File: config.mk
export PLATFORM = sky130hd
export DESIGN_NAME = rv32i_hazard_unit
export DESIGN_NICKNAME = d
export VERILOG_FILES = /design/src/rtl/rv32i_hazard_pkg.sv /design/src/rtl/rv32i_hazard_unit_fwd_mux.sv /design/src/rtl/rv32i_hazard_unit.sv
export SDC_FILE = /design/constraint.sdc
export NUM_CORES = 1
export LEC_CHECK = 0
export BUFFER_PORTS_ARGS = -buffer_cell sky130_fd_sc_hd__buf_4
export CAP_MARGIN = 20
export CORE_ASPECT_RATIO = 0.7
export CORE_MARGIN = 2
export CORE_UTILIZATION = 35
export DETAILED_ROUTE_END_ITERATION = 12
export PLACE_DENSITY = 0.66
export SLEW_MARGIN = 20
export SYNTH_ARGS = -nofsm -noshare
export SYNTH_HDL_FRONTEND = slang
export SYNTH_SLANG_ARGS = --single-unit
File: constraint.sdc
create_clock -name clk_i -period 2.3 [get_ports clk_i]
set_clock_uncertainty 0.05 [all_clocks]
set_input_delay 0.115 -clock clk_i [delete_from_list [all_inputs] [get_ports clk_i]]
set_output_delay 0.115 -clock clk_i [all_outputs]
set_load 0.05 [all_outputs]
File: src/rtl/rv32i_hazard_pkg.sv
// Shared types for the RV32I hazard controller: load scoreboard entry and jump-flush FSM state.
package rv32i_hazard_pkg;

  localparam int SB_REG_AW = 5;
  localparam int SB_CNT_W  = 4;

  typedef struct packed {
    logic                 valid;
    logic [SB_REG_AW-1:0] rd;
    logic [SB_CNT_W-1:0]  cnt;
  } sb_entry_t;

  typedef enum logic [0:0] {
    IDLE  = 1'b0,
    FLUSH = 1'b1
  } hz_state_e;

endpackage

File: src/rtl/rv32i_hazard_unit_fwd_mux.sv
// Resolves one ID source operand: x0 reads zero, otherwise the youngest matching
// forwarding stage wins, falling back to register-file data.
module rv32i_fwd_mux
  import rv32i_hazard_pkg::*;
#(
  parameter int XLEN    = 32,
  parameter int REG_AW  = 5,
  parameter int NUM_FWD = 3
) (
  input  logic [REG_AW-1:0]         src_reg_i,
  input  logic [XLEN-1:0]           rf_data_i,
  input  logic [NUM_FWD-1:0]        fwd_en_i,
  input  logic [NUM_FWD*REG_AW-1:0] fwd_reg_i,
  input  logic [NUM_FWD*XLEN-1:0]   fwd_data_i,
  output logic [XLEN-1:0]           data_o
);

  logic hit_s;

  // Walk oldest to youngest so the lowest matching stage overrides the rest.
  always_comb begin
    data_o = rf_data_i;
    hit_s  = 1'b0;
    for (int j = NUM_FWD - 1; j >= 0; j--) begin
      hit_s  = fwd_en_i[j] && (fwd_reg_i[j*REG_AW +: REG_AW] == src_reg_i) &&
               (fwd_reg_i[j*REG_AW +: REG_AW] != {REG_AW{1'b0}});
      data_o = hit_s ? fwd_data_i[j*XLEN +: XLEN] : data_o;
    end
    data_o = (src_reg_i == {REG_AW{1'b0}}) ? {XLEN{1'b0}} : data_o;
  end

endmodule

File: src/rtl/rv32i_hazard_unit.sv
// RV32I ID-stage hazard controller: operand forwarding, load-use stall via an
// in-flight load scoreboard, post-jump flush sequencing and saturating perf counters.
module rv32i_hazard_unit
  import rv32i_hazard_pkg::*;
#(
  parameter int XLEN         = 32,
  parameter int REG_AW       = 5,
  parameter int NUM_SRC      = 2,
  parameter int NUM_FWD      = 3,
  parameter int LOAD_LAT     = 2,
  parameter int LOAD_SLOTS   = 2,
  parameter int FLUSH_CYCLES = 1
) (
  input  logic                      clk_i,
  input  logic                      reset_ni,
  input  logic [NUM_SRC*REG_AW-1:0] src_reg_i,
  input  logic [NUM_SRC*XLEN-1:0]   src_rf_data_i,
  input  logic [NUM_FWD-1:0]        fwd_en_i,
  input  logic [NUM_FWD*REG_AW-1:0] fwd_reg_i,
  input  logic [NUM_FWD*XLEN-1:0]   fwd_data_i,
  input  logic                      id_valid_i,
  input  logic                      id_is_load_i,
  input  logic                      id_wb_en_i,
  input  logic [REG_AW-1:0]         id_wb_reg_i,
  input  logic                      jump_req_i,
  output logic [NUM_SRC*XLEN-1:0]   src_data_o,
  output logic                      stall_o,
  output logic                      flush_o,
  output logic                      id_fire_o,
  output logic [31:0]               stall_cnt_o,
  output logic [31:0]               flush_cnt_o
);

  localparam int FC_W = $clog2(FLUSH_CYCLES + 1);

  if (LOAD_LAT < 1 || LOAD_SLOTS < 1 || FLUSH_CYCLES < 1 ||
      LOAD_LAT >= (1 << SB_CNT_W) || REG_AW != SB_REG_AW) begin : g_param_err
    $error("rv32i_hazard_unit: illegal LOAD_LAT/LOAD_SLOTS/FLUSH_CYCLES/REG_AW");
  end

  for (genvar i = 0; i < NUM_SRC; i++) begin : g_src
    rv32i_fwd_mux #(
      .XLEN    (XLEN),
      .REG_AW  (REG_AW),
      .NUM_FWD (NUM_FWD)
    ) u_fwd_mux (
      .src_reg_i  (src_reg_i[i*REG_AW +: REG_AW]),
      .rf_data_i  (src_rf_data_i[i*XLEN +: XLEN]),
      .fwd_en_i   (fwd_en_i),
      .fwd_reg_i  (fwd_reg_i),
      .fwd_data_i (fwd_data_i),
      .data_o     (src_data_o[i*XLEN +: XLEN])
    );
  end

  sb_entry_t              sb_q [LOAD_SLOTS];
  sb_entry_t              sb_d [LOAD_SLOTS];
  sb_entry_t              dec_s [LOAD_SLOTS];
  logic [LOAD_SLOTS-1:0]  avail_s;
  logic                   slot_free_s;
  logic                   dep_s;
  logic                   stall_s;
  logic                   fire_s;
  logic                   alloc_req_s;
  logic                   take_s;
  logic                   taken_s;
  logic                   jump_acc_s;
  hz_state_e              state_q;
  logic [FC_W-1:0]        fcnt_q;
  logic                   flush_q;
  logic [31:0]            stall_cnt_q, stall_cnt_d;
  logic [31:0]            flush_cnt_q, flush_cnt_d;

  // A slot is available if empty or releasing at this edge (cnt==1).
  always_comb begin
    for (int k = 0; k < LOAD_SLOTS; k++) begin
      avail_s[k] = !sb_q[k].valid || (sb_q[k].cnt <= SB_CNT_W'(1));
    end
    slot_free_s = |avail_s;
  end

  // Load-use dependency of any nonzero source against pending loads.
  always_comb begin
    dep_s = 1'b0;
    for (int i = 0; i < NUM_SRC; i++) begin
      for (int k = 0; k < LOAD_SLOTS; k++) begin
        dep_s = dep_s | (sb_q[k].valid && (sb_q[k].cnt != '0) &&
                         (src_reg_i[i*REG_AW +: REG_AW] != {REG_AW{1'b0}}) &&
                         (sb_q[k].rd == src_reg_i[i*REG_AW +: REG_AW]));
      end
    end
  end

  // Stall/fire decode; an active flush masks the stall.
  always_comb begin
    stall_s     = id_valid_i & (dep_s | (id_is_load_i & ~slot_free_s)) & ~flush_q;
    fire_s      = id_valid_i & ~stall_s & ~flush_q;
    alloc_req_s = fire_s & id_is_load_i & id_wb_en_i & (id_wb_reg_i != {REG_AW{1'b0}});
    jump_acc_s  = (state_q == IDLE) & jump_req_i & id_valid_i & ~stall_s;
  end

  // Scoreboard next state: age every entry, then drop a new load into the lowest available slot.
  always_comb begin
    taken_s = 1'b0;
    take_s  = 1'b0;
    for (int k = 0; k < LOAD_SLOTS; k++) begin
      dec_s[k].valid = sb_q[k].valid && (sb_q[k].cnt > SB_CNT_W'(1));
      dec_s[k].rd    = sb_q[k].rd;
      dec_s[k].cnt   = sb_q[k].valid ? (sb_q[k].cnt - SB_CNT_W'(1)) : '0;
      take_s         = alloc_req_s & avail_s[k] & ~taken_s;
      sb_d[k]        = take_s ? '{valid: 1'b1, rd: id_wb_reg_i, cnt: SB_CNT_W'(LOAD_LAT)}
                              : dec_s[k];
      taken_s        = taken_s | take_s;
    end
  end

  // Saturating performance counter next state.
  always_comb begin
    stall_cnt_d = (stall_s && (stall_cnt_q != 32'hFFFF_FFFF)) ? stall_cnt_q + 32'd1 : stall_cnt_q;
    flush_cnt_d = (flush_q && (flush_cnt_q != 32'hFFFF_FFFF)) ? flush_cnt_q + 32'd1 : flush_cnt_q;
  end

  // Scoreboard and counter registers.
  always_ff @(posedge clk_i) begin
    if (!reset_ni) begin
      sb_q        <= '{default: '0};
      stall_cnt_q <= 32'd0;
      flush_cnt_q <= 32'd0;
    end else begin
      sb_q        <= sb_d;
      stall_cnt_q <= stall_cnt_d;
      flush_cnt_q <= flush_cnt_d;
    end
  end

  // Jump flush FSM with registered flush output.
  always_ff @(posedge clk_i) begin
    if (!reset_ni) begin
      state_q <= IDLE;
      fcnt_q  <= '0;
      flush_q <= 1'b0;
    end else begin
      case (state_q)
        IDLE: begin
          if (jump_acc_s) begin
            state_q <= FLUSH;
            fcnt_q  <= FC_W'(FLUSH_CYCLES - 1);
            flush_q <= 1'b1;
          end else begin
            state_q <= IDLE;
            fcnt_q  <= '0;
            flush_q <= 1'b0;
          end
        end
        FLUSH: begin
          if (fcnt_q == '0) begin
            state_q <= IDLE;
            flush_q <= 1'b0;
          end else begin
            fcnt_q  <= fcnt_q - FC_W'(1);
            flush_q <= 1'b1;
          end
        end
        default: begin
          state_q <= IDLE;
          fcnt_q  <= '0;
          flush_q <= 1'b0;
        end
      endcase
    end
  end

  assign stall_o     = stall_s;
  assign flush_o     = flush_q;
  assign id_fire_o   = fire_s;
  assign stall_cnt_o = stall_cnt_q;
  assign flush_cnt_o = flush_cnt_q;

endmodule

; Word-level counts from Yosys, hierarchy flattened
; Cells that the tools add are included.
[word_totals]
regBits = 86
inputBits = 199
output_inout_bits = 131
wordCells = 118
[op_classes]
n_addsub = 5
n_lt_le_gt_ge = 4
n_eq_ne = 12
n_mux = 17
n_bitwise = 25
reduce_logical = 43
[ops]
columns = op, n
row1 = 2-to-1 mux 32 bit, 8
row2 = "adder 32 x 1 -> 32 bit, second input constant", 2
row3 = "inequality test 32 bit, second input constant", 2
row4 = equality test 5 bit, 10
row5 = nonzero test 5 bit, 6
row6 = logical AND 1 bit, 26
row7 = 2-to-1 mux 10 bit, 2
row8 = bitwise AND 1 bit, 14
row9 = logical NOT 5 bit, 2
row10 = "greater-than comparator 4 x 1 -> 1 bit, second input constant", 2
row11 = "less-or-equal comparator 4 x 1 -> 1 bit, second input constant", 2
row12 = 2-to-1 mux 4 bit, 2
row13 = nonzero test 4 bit, 2
row14 = "subtractor 4 x 1 -> 4 bit, second input constant", 2
row15 = inverter 1 bit, 7
row16 = OR reduction 3 bit, 2
row17 = bitwise OR 1 bit, 4
row18 = case mux 1 bit (2 select lines), 2
row19 = 2-to-1 mux 1 bit, 3
row20 = logical NOT 1 bit, 2
row21 = logical OR 1 bit, 2
row22 = OR reduction 2 bit, 1
row23 = "subtractor 1 bit, second input constant", 1

; Logic depth before layout (Yosys ltp)
[logic_depth]
depth_word = 20
ltp_mapped = 11

; Cells and area by module
; A second synthesis with hierarchy kept.
[unflattened]
cells_unflattened = 876
area_unflattened_um2 = 7219.4
[modules_own_cells]
columns = module, instances, cells_each, area_each_um2, seq_area_each_um2
row1 = rv32i_hazard_unit, 1, 514, 4359.2, 1701.6
row2 = rv32i_fwd_mux, 2, 181, 1430.1, 0.0

; Worst setup path after synthesis
; Ideal clock, no wire load.
[synth_path]
path_type = input -> output
from = input src_reg_i[3]
to = output src_data_o[1]
t_arrival_ps = 2370
required_time_ps = 2135
path_slack_ps = -235
cell_stages = 9
path_cell_list = clkbuf_1 xnor2_1 nand3_1 nor4_2 buf_4 mux2i_1 a211oi_1 a21oi_1 nor2_1
[synth_between]
elab_chain_cells = 7
[synth_rtl]
columns = item, line_no
row1 = from (decl), rv32i_hazard_unit.sv:16  ; input logic [NUM_SRC*REG_AW-1:0] src_reg_i,
row2 = equality test 5 bit, rv32i_hazard_unit_fwd_mux.sv:25  ; hit_s = fwd_en_i[j] && (fwd_reg_i[j*REG_AW +: REG_AW] == src_reg_i) &&
row3 = logical AND 1 bit (2 in series), rv32i_hazard_unit_fwd_mux.sv:25
row4 = 2-to-1 mux 32 bit (3 in series), rv32i_hazard_unit_fwd_mux.sv:27  ; data_o = hit_s ? fwd_data_i[j*XLEN +: XLEN] : data_o;
row5 = 2-to-1 mux 32 bit *, rv32i_hazard_unit_fwd_mux.sv:29  ; data_o = (src_reg_i == {REG_AW{1'b0}}) ? {XLEN{1'b0}} : data_o;
row6 = to (decl), rv32i_hazard_unit.sv:26  ; output logic [NUM_SRC*XLEN-1:0] src_data_o,
; Mark *: on every way between the ends. The rest lies on a longest branch, timed or not.

; Worst setup path after layout
[layout_path]
from = register sb_q[0] in the netlist's numbering
to = register stall_cnt_q[12] (netlist: stall_cnt_o[12])
[layout_between]
elab_chain_cells = 11
[layout_rtl]
columns = item, line_no
row1 = from (decl), rv32i_hazard_unit.sv:56  ; sb_entry_t sb_q [LOAD_SLOTS];
row2 = from (signal assigned), rv32i_hazard_unit.sv:126  ; sb_q <= '{default: '0};
row3 = from (signal assigned), rv32i_hazard_unit.sv:130  ; sb_q <= sb_d;
row4 = branches (longest 7 deep; another with less-or-equal comparator 4 x 1 -> 1 bit), n/a
row5 = bitwise OR 1 bit *, rv32i_hazard_unit.sv:96  ; stall_s = id_valid_i & (dep_s | (id_is_load_i & ~slot_free_s)) & ~flush_q;
row6 = bitwise AND 1 bit * (2 in series), rv32i_hazard_unit.sv:96
row7 = logical AND 1 bit *, rv32i_hazard_unit.sv:119  ; stall_cnt_d = (stall_s && (stall_cnt_q != 32'hFFFF_FFFF)) ? stall_cnt_q + 32'd1 : stall_cnt_q;
row8 = to (signal assigned), rv32i_hazard_unit.sv:131  ; stall_cnt_q <= stall_cnt_d;
row9 = to (decl), rv32i_hazard_unit.sv:71  ; logic [31:0] stall_cnt_q, stall_cnt_d;
; Mark *: on every way between the ends.
; A chain may end at the register's enable or synchronous reset.

==> run_results.csv <==
group,metric,value,unit
finish,stdcell_count,1618,
min_path,hp-class,"primary input to register",
finish,final_nets,1548,
clocking,cts_htree_levels,3,
clocking,root_buffer,"clkbuf_16",
status,failed_checks,"negative setup slack",
pwr,ir_worst_vdd,303,µV
timing,maxSlewViolCount,0,
global_route,grt_max_degree,65,
timing,rsz0062_at_grt,"true",
global_route,grt_first_pass_wirelength,43.5,mm
setup_path,reg2reg_from,"sb_q[0]$_SDFF_PP0_",
floorplan,initial_core_util,35.5,%
floorplan,ioPinCount,330,
pwr,p_int,3.22,mW
synth,syn_avg_cell_area,7.33,µm²
detailed_routing,drt-initial-drc-count,650,
setup_path,crit_fanout,5,
setup_path,critPathArrivalTime,2.88,ns
floorplan,core_area,19700,µm²
synth,syn_area,6990,µm²
global_route,antenna_found_initial,2,
clocking,cts_buffers,9,
status,status,"finished with violations",
timing,setup_viol,51,
placed_design,post-place-ws,-0.216,ns
placed_design,place_inst,1567,
timing,min_period_over_period,116,%
pwr,pwr-share-clk,32.1,%
clocking,cts_tree,"built",
min_path,min_to,"dec_s[4]$_SDFFE_PN0P_",
pwr,seq_power_share,31.0,%
global_route,grt_usage,25.4,%
detailed_routing,antenna_left,0,
min_path,hp-start,"id_wb_reg_i[0]",
setup_path,end_kind,"register",
synth,synth_fp_nets,1160,
setup_path,start_kind,"register",
finish,fin_util,65.5,%
detailed_routing,via_per_inst,5.56,
clocking,cts_sinks,85,
synth,ys_seq_area_share,24.4,%
pwr,power,4.79,mW
placed_design,port_buffers,329,
setup_path,required,2.51,ns
timing,slew_headroom,61.2,%
pwr,switching_share,32.7,%
setup_path,r2r_end,"stall_cnt_o[12]$_SDFFE_PN0P_",
synth,ys_ff_latch,85,
detailed_routing,drc_errors,0,
setup_path,crit_type,"register to register",
pwr,combPwrFrac,36.8,%
timing,fmax,375,MHz
finish,layout-drive-gt1-share,53.5,%
pwr,p_sw,1.57,mW
detailed_routing,wl,32.1,mm
detailed_routing,vias,8992,
timing,period_minus_slack,2.67,ns
setup_path,reg2reg_depth,11,
pwr,leakage,5.09,nW
floorplan,dieArea,21100,µm²
clocking,clk_path_buf_depth,2,
placed_design,dpl.hpwl,21.6,mm
detailed_routing,drtPass1Iterations,5,
timing,max_slew.worst_pin.slew,0.578,ns
floorplan,die_h,122,µm
min_path,holdPathStages,3,
pwr,p_per_area,371,nW/µm²
synth,syn_inst,953,
timing,finalWorstSetupSlack,-0.367,ns
finish,fillerInstances,1593,
setup_path,r2r_setup_slack,-0.37,ns
finish,synthToLayoutAreaGrowth,84.7,%
global_route,overflow,0,
detailed_routing,wl_per_cell,19.9,µm
timing,hold_viol_final,0,
floorplan,die-width,173,µm
flow_run,cap_violations,0,
clocking,path_clk_slew,0.07,ns
floorplan,rows,43,
placed_design,gp_congestion,0.910,
synth,synth_cell_type_count,50,
global_route,grt_pass1_vias,7899,
synth,synth_warnings,0,
clocking,clk_latency,0.33,ns
## critical path, stage by stage (launching register included)
cell       delay [ns]
dfxtp_2          0.33
inv_2            0.05
ha_4             0.14
or3b_4           0.22
nand4_1          0.21
nor4_4           0.25
o22a_1           0.24
o31ai_4          0.12
buf_6            0.18
clkbuf_16        0.16
or4_4            0.52
a21oi_2          0.14
## power groups by stage
stage / sequential [mW] / combinational [mW] / clock [mW]
3_5_place_dp: 1.52 / 1.49 / 0
2_1_floorplan: 1.52 / 0.856 / 0
5_1_grt: 1.49 / 1.84 / 1.62
6_report: 1.49 / 1.76 / 1.54
3_3_place_gp: 1.52 / 1.48 / 0
4_1_cts: 1.48 / 1.51 / 1.56
## sequential cells by signal, indices dropped and copies added, names as in the netlist
| register | flops |
|---|---|
| flush_o | 1 |
| flush_cnt_o | 32 |
| sb_q | 10 |
| dec_s | 10 |
| stall_cnt_o | 32 |
## synth_stat cells, drive strengths merged
cell type	count	area share, %
or4	24	2.6
nor3	13	1.0
or3b	3	0.38
nand4	24	2.1
dfxtp	85	24
a211o	1	0.13
nand2b	12	1.1
nor4	18	2.2
clkinv	1	0.054
nor2	168	9.1
nand2	48	2.6
o211ai	1	0.11
xnor2	51	6.4
a21oi	104	7.4
a211oi	64	6.9
o22ai	2	0.18
or2	1	0.090
o21ai	24	1.7
nand3	38	2.7
buf	29	2.4
o21a	3	0.32
o31ai	17	2.0
nor2b	3	0.27
and3	15	1.3
clkbuf	43	2.3
o22a	1	0.13
o41a	1	0.16
xor2	28	3.5
and4	7	0.88
nand3b	1	0.11
nor3b	1	0.11
or3	12	1.1
and2	9	0.81
inv	15	0.81
ha	8	1.4
o31a	2	0.25
o41ai	1	0.13
mux2i	75	11
## logic make-up after synthesis
kind of cell	count (synthesis)	synth area share, %
adder cells (fa/ha/maj)	8	1.43
AND/OR/NAND/NOR	397	28.5
AO/OA/AOI/OAI	221	19.5
buffers and inverters	88	5.57
XOR/XNOR	79	9.90
flip-flops	85	24.4
multiplexers	75	10.7
## stage by stage
| step | setup TNS [ns] | hold WS, ns | area (µm²) |
|---|---|---|---|
| global route | -12.57 | 0.0250 | 12900 |
| floorplan | -0.0586 | 0.211 | 7490 |
| global placement | -2.33 | 0.293 | 10900 |
| CTS | -3.73 | 0.0106 | 11500 |
| detailed placement | -3.73 | 0.297 | 10900 |
| finish | -8.10 | 0.0192 | 12900 |
## metal layers
| layer | part of all wire (%) | routed length (µm) | track usage, % |
|---|---|---|---|
| met1 | 44 | 14000 | 35.3 |
| met2 | 47 | 15000 | 41.2 |
| met3 | 6.4 | 2070 | 3.93 |
| met4 | 3.2 | 1030 | 6.73 |
| met5 | 0 | 0 | 0 |
## worst max path at each step
stage                                   endpoint  depth (start not counted)  slack [ns]                start
floorplan                          src_data_o[1]                          5       -0.06         src_reg_i[1]
global placement    stall_cnt_o[27]$_SDFFE_PN0P_                         10       -0.14   sb_q[0]$_SDFF_PP0_
detailed placement   stall_cnt_o[4]$_SDFFE_PN0P_                         10       -0.22   sb_q[0]$_SDFF_PP0_
CTS                 stall_cnt_o[28]$_SDFFE_PN0P_                         11       -0.21   sb_q[0]$_SDFF_PP0_
global route        stall_cnt_o[12]$_SDFFE_PN0P_                         11       -0.42  sb_q[10]$_SDFF_PP0_
finish              stall_cnt_o[12]$_SDFFE_PN0P_                         11       -0.37   sb_q[0]$_SDFF_PP0_
## placed cells by master, fill, tap and decap left out, types with 44 or more instances in the layout
cell type / Yosys / layout
a21oi_1: 104 / 58
a21oi_2: 0 / 46
buf_4: 9 / 332
nor2_1: 167 / 101
xnor2_1: 51 / 49
nand2_1: 48 / 48
mux2i_1: 75 / 68
buf_8: 0 / 44
dfxtp_1: 85 / 51
nor2_4: 1 / 63
## layout make-up
type | instances | area (µm²) | area share (%)
sequential | 85 | 1740 | 13.5
clock inverter | 4 | 73.8 | 0.572
antenna | 3 | 7.51 | 0.0582
tap | 270 | 338 | 2.62
multi-input combinational | 780 | 6130 | 47.5
clock buffer | 11 | 233 | 1.80
timing repair buffer | 449 | 4310 | 33.4
inverter | 16 | 67.6 | 0.523
## timing repair
| item | 4_1_cts | 5_1_grt |
|---|---|---|
| buffers inserted | 7 | 12 |
| pin swaps | 15 | 85 |
| resized for setup | 49 | 257 |
| hold buffers | 1 | 0 |
| setup endpoints to repair | 54 | 111 |
| gates cloned | 4 | 12 |
| hold endpoints to repair | 1 | 0 |
(Power assumes the default switching activity.)
